`src/rtl/shift_seq_pkg.sv`:
```
// Shared constants for the iterative rotate sequencer: state encoding,
// rotate direction codes and default datapath sizes.
package shift_seq_pkg;

  localparam int DEF_WIDTH = 8;
  localparam int DEF_SHW   = 3;
  localparam int DEF_REPW  = 4;

  localparam logic [1:0] ST_IDLE = 2'd0;
  localparam logic [1:0] ST_RUN  = 2'd1;
  localparam logic [1:0] ST_DONE = 2'd2;

  localparam logic DIR_LEFT  = 1'b0;
  localparam logic DIR_RIGHT = 1'b1;

endpackage

```
`src/rtl/shift_seq_ctrl_rot_core.sv`:
```
// Combinational bidirectional barrel rotator, one 2:1 mux stage per bit
// of the shift amount.
module rot_core
  import shift_seq_pkg::*;
#(
  parameter int WIDTH = DEF_WIDTH,
  parameter int SHW   = DEF_SHW
) (
  input  logic [WIDTH-1:0] data,
  input  logic [SHW-1:0]   shamt,
  input  logic             dir,
  output logic [WIDTH-1:0] rot
);

  logic [SHW:0][WIDTH-1:0] stg;

  assign stg[0] = data;

  for (genvar s = 0; s < SHW; s++) begin : g_stage
    localparam int K = 1 << s;
    logic [WIDTH-1:0] rot_l;
    logic [WIDTH-1:0] rot_r;

    assign rot_l = (stg[s] << K) | (stg[s] >> (WIDTH - K));
    assign rot_r = (stg[s] >> K) | (stg[s] << (WIDTH - K));

    always_comb begin
      stg[s+1] = stg[s];
      if (shamt[s]) begin
        if (dir == DIR_RIGHT) stg[s+1] = rot_r;
        else                  stg[s+1] = rot_l;
      end
    end
  end

  assign rot = stg[SHW];

endmodule

```
`src/rtl/shift_seq_ctrl.sv`:
```
// Iterative rotate sequencer: accepts a command, rotates the operand once
// per clock for the requested repeat count, then presents the result.
//
//   state   | meaning
//   --------+------------------------------------------------------------
//   IDLE    | waiting for a command, in_ready high
//   RUN     | one rotate step per cycle, rem counts down to terminal 1
//   DONE    | result held on out_data until consumed; may accept next cmd
module shift_seq_ctrl
  import shift_seq_pkg::*;
#(
  parameter int WIDTH = DEF_WIDTH,
  parameter int SHW   = DEF_SHW,
  parameter int REPW  = DEF_REPW
) (
  input  logic             clk,
  input  logic             rst_n,
  input  logic             in_valid,
  output logic             in_ready,
  input  logic [WIDTH-1:0] in_data,
  input  logic [SHW-1:0]   in_shamt,
  input  logic             in_dir,
  input  logic [REPW-1:0]  in_reps,
  output logic             out_valid,
  input  logic             out_ready,
  output logic [WIDTH-1:0] out_data,
  output logic             busy
);

  logic [1:0]       state_q;
  logic [1:0]       state_d;
  logic [WIDTH-1:0] acc;
  logic [SHW-1:0]   shamt_q;
  logic             dir_q;
  logic [REPW-1:0]  rem;
  logic [WIDTH-1:0] rot_data;
  logic             accept;
  logic             last_step;

  rot_core #(
    .WIDTH (WIDTH),
    .SHW   (SHW)
  ) u_rot_core (
    .data  (acc),
    .shamt (shamt_q),
    .dir   (dir_q),
    .rot   (rot_data)
  );

  assign accept    = in_valid && in_ready;
  assign last_step = (rem == REPW'(1));

  always_ff @(posedge clk or negedge rst_n) begin
    if (!rst_n) state_q <= ST_IDLE;
    else        state_q <= state_d;
  end

  always_comb begin
    state_d = state_q;
    case (state_q)
      ST_IDLE: begin
        if (in_valid) state_d = (in_reps == '0) ? ST_DONE : ST_RUN;
      end
      ST_RUN: begin
        if (last_step) state_d = ST_DONE;
      end
      ST_DONE: begin
        if (out_ready) begin
          if (in_valid) state_d = (in_reps == '0) ? ST_DONE : ST_RUN;
          else          state_d = ST_IDLE;
        end
      end
      default: state_d = ST_IDLE;
    endcase
  end

  always_comb begin
    in_ready  = (state_q == ST_IDLE) || ((state_q == ST_DONE) && out_ready);
    out_valid = (state_q == ST_DONE);
    busy      = (state_q == ST_RUN) || (state_q == ST_DONE);
  end

  // Accept takes priority: in DONE the handshake edge reloads the datapath.
  always_ff @(posedge clk or negedge rst_n) begin
    if (!rst_n) begin
      acc     <= '0;
      shamt_q <= '0;
      dir_q   <= 1'b0;
      rem     <= '0;
    end else if (accept) begin
      acc     <= in_data;
      shamt_q <= in_shamt;
      dir_q   <= in_dir;
      rem     <= in_reps;
    end else if (state_q == ST_RUN) begin
      acc     <= rot_data;
      rem     <= rem - REPW'(1);
    end
  end

  assign out_data = acc;

endmodule
```
`config.mk`:
```
export PLATFORM = sky130hd
export DESIGN_NAME = shift_seq_ctrl
export DESIGN_NICKNAME = d
export VERILOG_FILES = /design/src/rtl/shift_seq_pkg.sv /design/src/rtl/shift_seq_ctrl_rot_core.sv /design/src/rtl/shift_seq_ctrl.sv
export SDC_FILE = /design/constraint.sdc
export NUM_CORES = 1
export LEC_CHECK = 0
export ABC_AREA = 1
export CORE_MARGIN = 5
export CORE_UTILIZATION = 40
export DETAILED_ROUTE_END_ITERATION = 12
export GPL_TIMING_DRIVEN = 0
export PLACE_DENSITY = 0.67
export SKIP_CTS_REPAIR_TIMING = 1
export SYNTH_ARGS = -nofsm -noshare
export SYNTH_HDL_FRONTEND = slang
export SYNTH_SLANG_ARGS = --single-unit
```
`constraint.sdc`:
```
create_clock -name clk -period 1.3 [get_ports clk]
set_input_delay 0.26 -clock clk [delete_from_list [all_inputs] [get_ports clk]]
set_output_delay 0.26 -clock clk [all_outputs]
set_load 0.03 [all_outputs]
```
==> results.md <==
- The number of antenna violations at the first check in global routing is 0.
- The count of input and output buffers is 30.
- The max-slew violation count was 0.
- The total number of yosys warnings is 0.
- The cell chosen for the clock root is clkbuf_8.
- Detailed placement ended at an HPWL of 3060 um.
- The combined area of the multi-input logic cells is about 1000 sq um.
- The remaining global-route overflow is 0.
- The run finished, with violations left.
- In this run the remaining antenna-violating nets after routing total 0.
- The routed wire length is roughly 4000 um.
- The die covers 5360 sq um.
- After detailed routing, the average wire length per cell comes to 12.3 um.
- The CTS buffer count is 3.
- Total power for the finished layout comes to 6.32 mW.
- The clock skew after layout is approximately 0.0065 ns.
- The cell row count is 23.
- The deepest clock path buffer count is 2.
- The number of filler cells placed in the layout is between 300 and 400.
- The routability-driven placement congestion ratio is roughly 0.84.
- Once layout is complete, the utilization of the core stands at between 50% and 60%.
- The max-capacitance violation count is 0.
- 31 I/O pins were placed.
- The via count of the first global-routing pass is approximately 1500.
- Dividing the detail-routed via count by the number of cells gives just under 5.
- Entering global routing, the biggest net connects 19 pins.
- The height of the die is approximately 73 um.
- In this run the horizontal extent of the chip is 73.2 um.
- The power density over the cells is roughly 2900 nW/um^2.
- The depth of the CTS H-tree is 1.
- The average size of a mapped cell is ~6.7 sq um.
- The data required time of the critical path is 1.04 ns.
- The total of endpoints with negative setup slack in the final report is 19.
- Setup repair after global routing could not meet its margin everywhere.
- Synthesis instantiated 28 different standard cells from the library.
- The combined global-route utilization of all metal layers is between 10% and 20%.
- The final reports fail on negative setup slack.
- In the final design database the tool counted between 300 and 400 nets.
- STA classifies the critical path endpoint as an output port.
- The post-synthesis cell area is roughly 1600 sq um.
- The final hold violation count is 0.
- The nature of the critical path startpoint is a flip-flop.
- The repair_antennas step left the layout with diodes totalling 0.
- The synthesized flop and latch total is 18.
- The worst pin sits at a relative slew slack of between 40% and 50%.
- Summing over every cut layer, the via total after detailed routing is 1630.
- The clock-pin transition on the worst setup and hold timing paths is about 0.080 ns.
- The final worst-path cycle share is 125%.
- The setup slack after layout is -0.327 ns.
- The path class of the lowest-slack min-delay path is primary input to asynchronous set/reset pin.
- The finished layout holds approximately 330 standard cells, fillers aside.
- The proportion of synthesized flip-flops having asynchronous set or reset is 100%.
- The leakage power figure is about 1.1 nW.
- At the later pin of the worst-skew pair, clock insertion delay measures ~0.25 ns.
- The wire length of the first global-routing pass is ~6700 um.
- The initial utilization of the core area, before any placement, comes to around 41%.
- Along the worst path, the maximum fanout reaches 4.
- For the pin with the worst max-slew slack, the measured transition is between 0.8 and 0.9 ns.
- The placed instance area is 1990 sq um.
- For this design, the sink count on the clock tree is 18.
- The area inside the core boundary is 3940 sq um.
- Counting flops with a built-in enable in the synthesized netlist gives 0.
- The number of optimization iterations in the first detailed-route pass is 4.
- The kind of critical path is flip-flop to output port.
- The cell count after synthesis came out at between 200 and 250.
- The post-layout minimum cycle time is 1.63 ns.
- Of the synthesized area, sequential elements account for between 20 and 30%.
- The tightest hold path in the finished design has a slack of around 0.12 ns.
- In this run, placement finished with an instance count of 319.
- The detailed router finished its first iteration with ~160 violations.
- The share of layout cells above drive strength 1 is approximately 22%.
- The post-synth net total is roughly 270.
- The total DRC errors in the routed layout is 0.
- For this run, the top clock speed supported by timing is roughly 610 MHz.
- The final non-filler cell area is approximately 2200 sq um.
- The critical path data arrival time is ~1.4 ns.
- Across the VDD grid, the largest voltage drop is 1.31 mV.
- The total area of sequential cells is approximately 450 sq um.
- TritonCTS built the clock tree.
- The most instantiated flip-flop cell in the synthesis netlist is dfrtp_1.
- The area growth from synthesis to layout is 37.6%.
## metal layers
layer	global-route usage, %	share of wire, %	vias up
met2	27.2	49	32
met5	0	0	-
li1	-	-	842
met3	2.20	3.9	8
met4	5.74	2.0	0
met1	19.9	45	748
## area by class of cell
type                    count  area share, %
multi-input cells         178           46.6
flip-flops and latches     18           20.5
repair buffers             37           16.8
inverters                  38           7.62
plain buffers               6           3.18
well taps                  50           2.84
clock buffers               4           2.50
## power by group
group	switching [mW]	total (mW)	internal (mW)
logic	2.83	4.67	1.84
registers	0.320	1.18	0.859
clock network	0.200	0.469	0.269
total	3.35	6.32	2.97
## stage by stage
stage	worst slack (ns)	setup TNS, ns
after floorplan	-0.217	-2.21
after global placement	-0.552	-6.79
after detailed placement	-0.547	-7.36
after CTS	-0.758	-8.20
after global routing	-0.385	-4.93
final	-0.327	-3.25
## synth_stat cells (2+ instances only)
master | number | area share (%)
a21oi_1 | 4 | 1.3
buf_6 | 2 | 1.4
clkinv_1 | 6 | 1.4
dfrtp_1 | 18 | 28
ha_1 | 6 | 4.7
inv_1 | 25 | 5.9
inv_2 | 5 | 1.2
inv_8 | 2 | 1.4
nand2_1 | 81 | 19
nand2_2 | 4 | 1.6
nand2_4 | 2 | 1.4
nand3_1 | 49 | 15
nand3_2 | 7 | 4.4
nor2_1 | 9 | 2.1
nor2_4 | 2 | 1.4
o21ai_0 | 5 | 1.6
## worst max-delay path, stage by stage, from the launching register on
cell and delay (ns):
dfrtp_1 0.41, inv_2 0.11, ha_4 0.17, nand2_4 0.05
nand2_4 0.08, dlymetal6s2s_1 0.29
## flip-flops by register name, summed over array words and instances (netlist names)
name	cells
dir_q	1
state_q	2
out_data	8
rem	4
shamt_q	3
## kinds of logic after synthesis
| group | count (synthesis) | share of synthesized area [%] |
|---|---|---|
| AO/OA/AOI/OAI | 13 | 4.70 |
| buffers and inverters | 44 | 14.2 |
| flip-flops | 18 | 28.2 |
| AND/OR/NAND/NOR | 156 | 47.1 |
| XOR/XNOR | 2 | 1.10 |
| adder cells (fa/ha/maj) | 6 | 4.69 |
## final timing paths
| kind | start | to | slack, ns | cells after the start |
|---|---|---|---|---|
| min in group clk | in_shamt[1] | shamt_q[1] | 0.56 | 3 |
| min | rst_n | rem[1] | 0.12 | 1 |
| min reg2reg | rem[3] | rem[3] | 0.59 | 2 |
| max | state_q[0] | in_ready | -0.33 | 5 |
| max reg2reg | state_q[1] | out_data[6] | -0.29 | 11 |
| max in group asynchronous | rst_n | state_q[1] | 0.57 | 1 |
## layout by cell type, fill, tap and decap left out, types with 2 or more instances in the layout
| cell | Yosys | routed |
|---|---|---|
| nand2_4 | 2 | 4 |
| nand2_2 | 4 | 2 |
| clkdlybuf4s50_1 | 0 | 18 |
| ha_4 | 0 | 2 |
| inv_4 | 0 | 2 |
| clkinv_1 | 6 | 6 |
| buf_6 | 2 | 5 |
| clkbuf_8 | 0 | 4 |
| ha_1 | 6 | 3 |
| dlymetal6s2s_1 | 0 | 8 |
| dfrtp_1 | 18 | 17 |
| nor2_1 | 9 | 9 |
| nand3_1 | 49 | 44 |
| clkbuf_2 | 0 | 2 |
| o21ai_0 | 5 | 4 |
| inv_2 | 5 | 6 |
| inv_1 | 25 | 22 |
| nand2_1 | 81 | 80 |
| nor2_4 | 2 | 2 |
| a21oi_1 | 4 | 3 |
| nand3_2 | 7 | 12 |
| buf_4 | 1 | 7 |
Power figures use the tool's default switching activity.
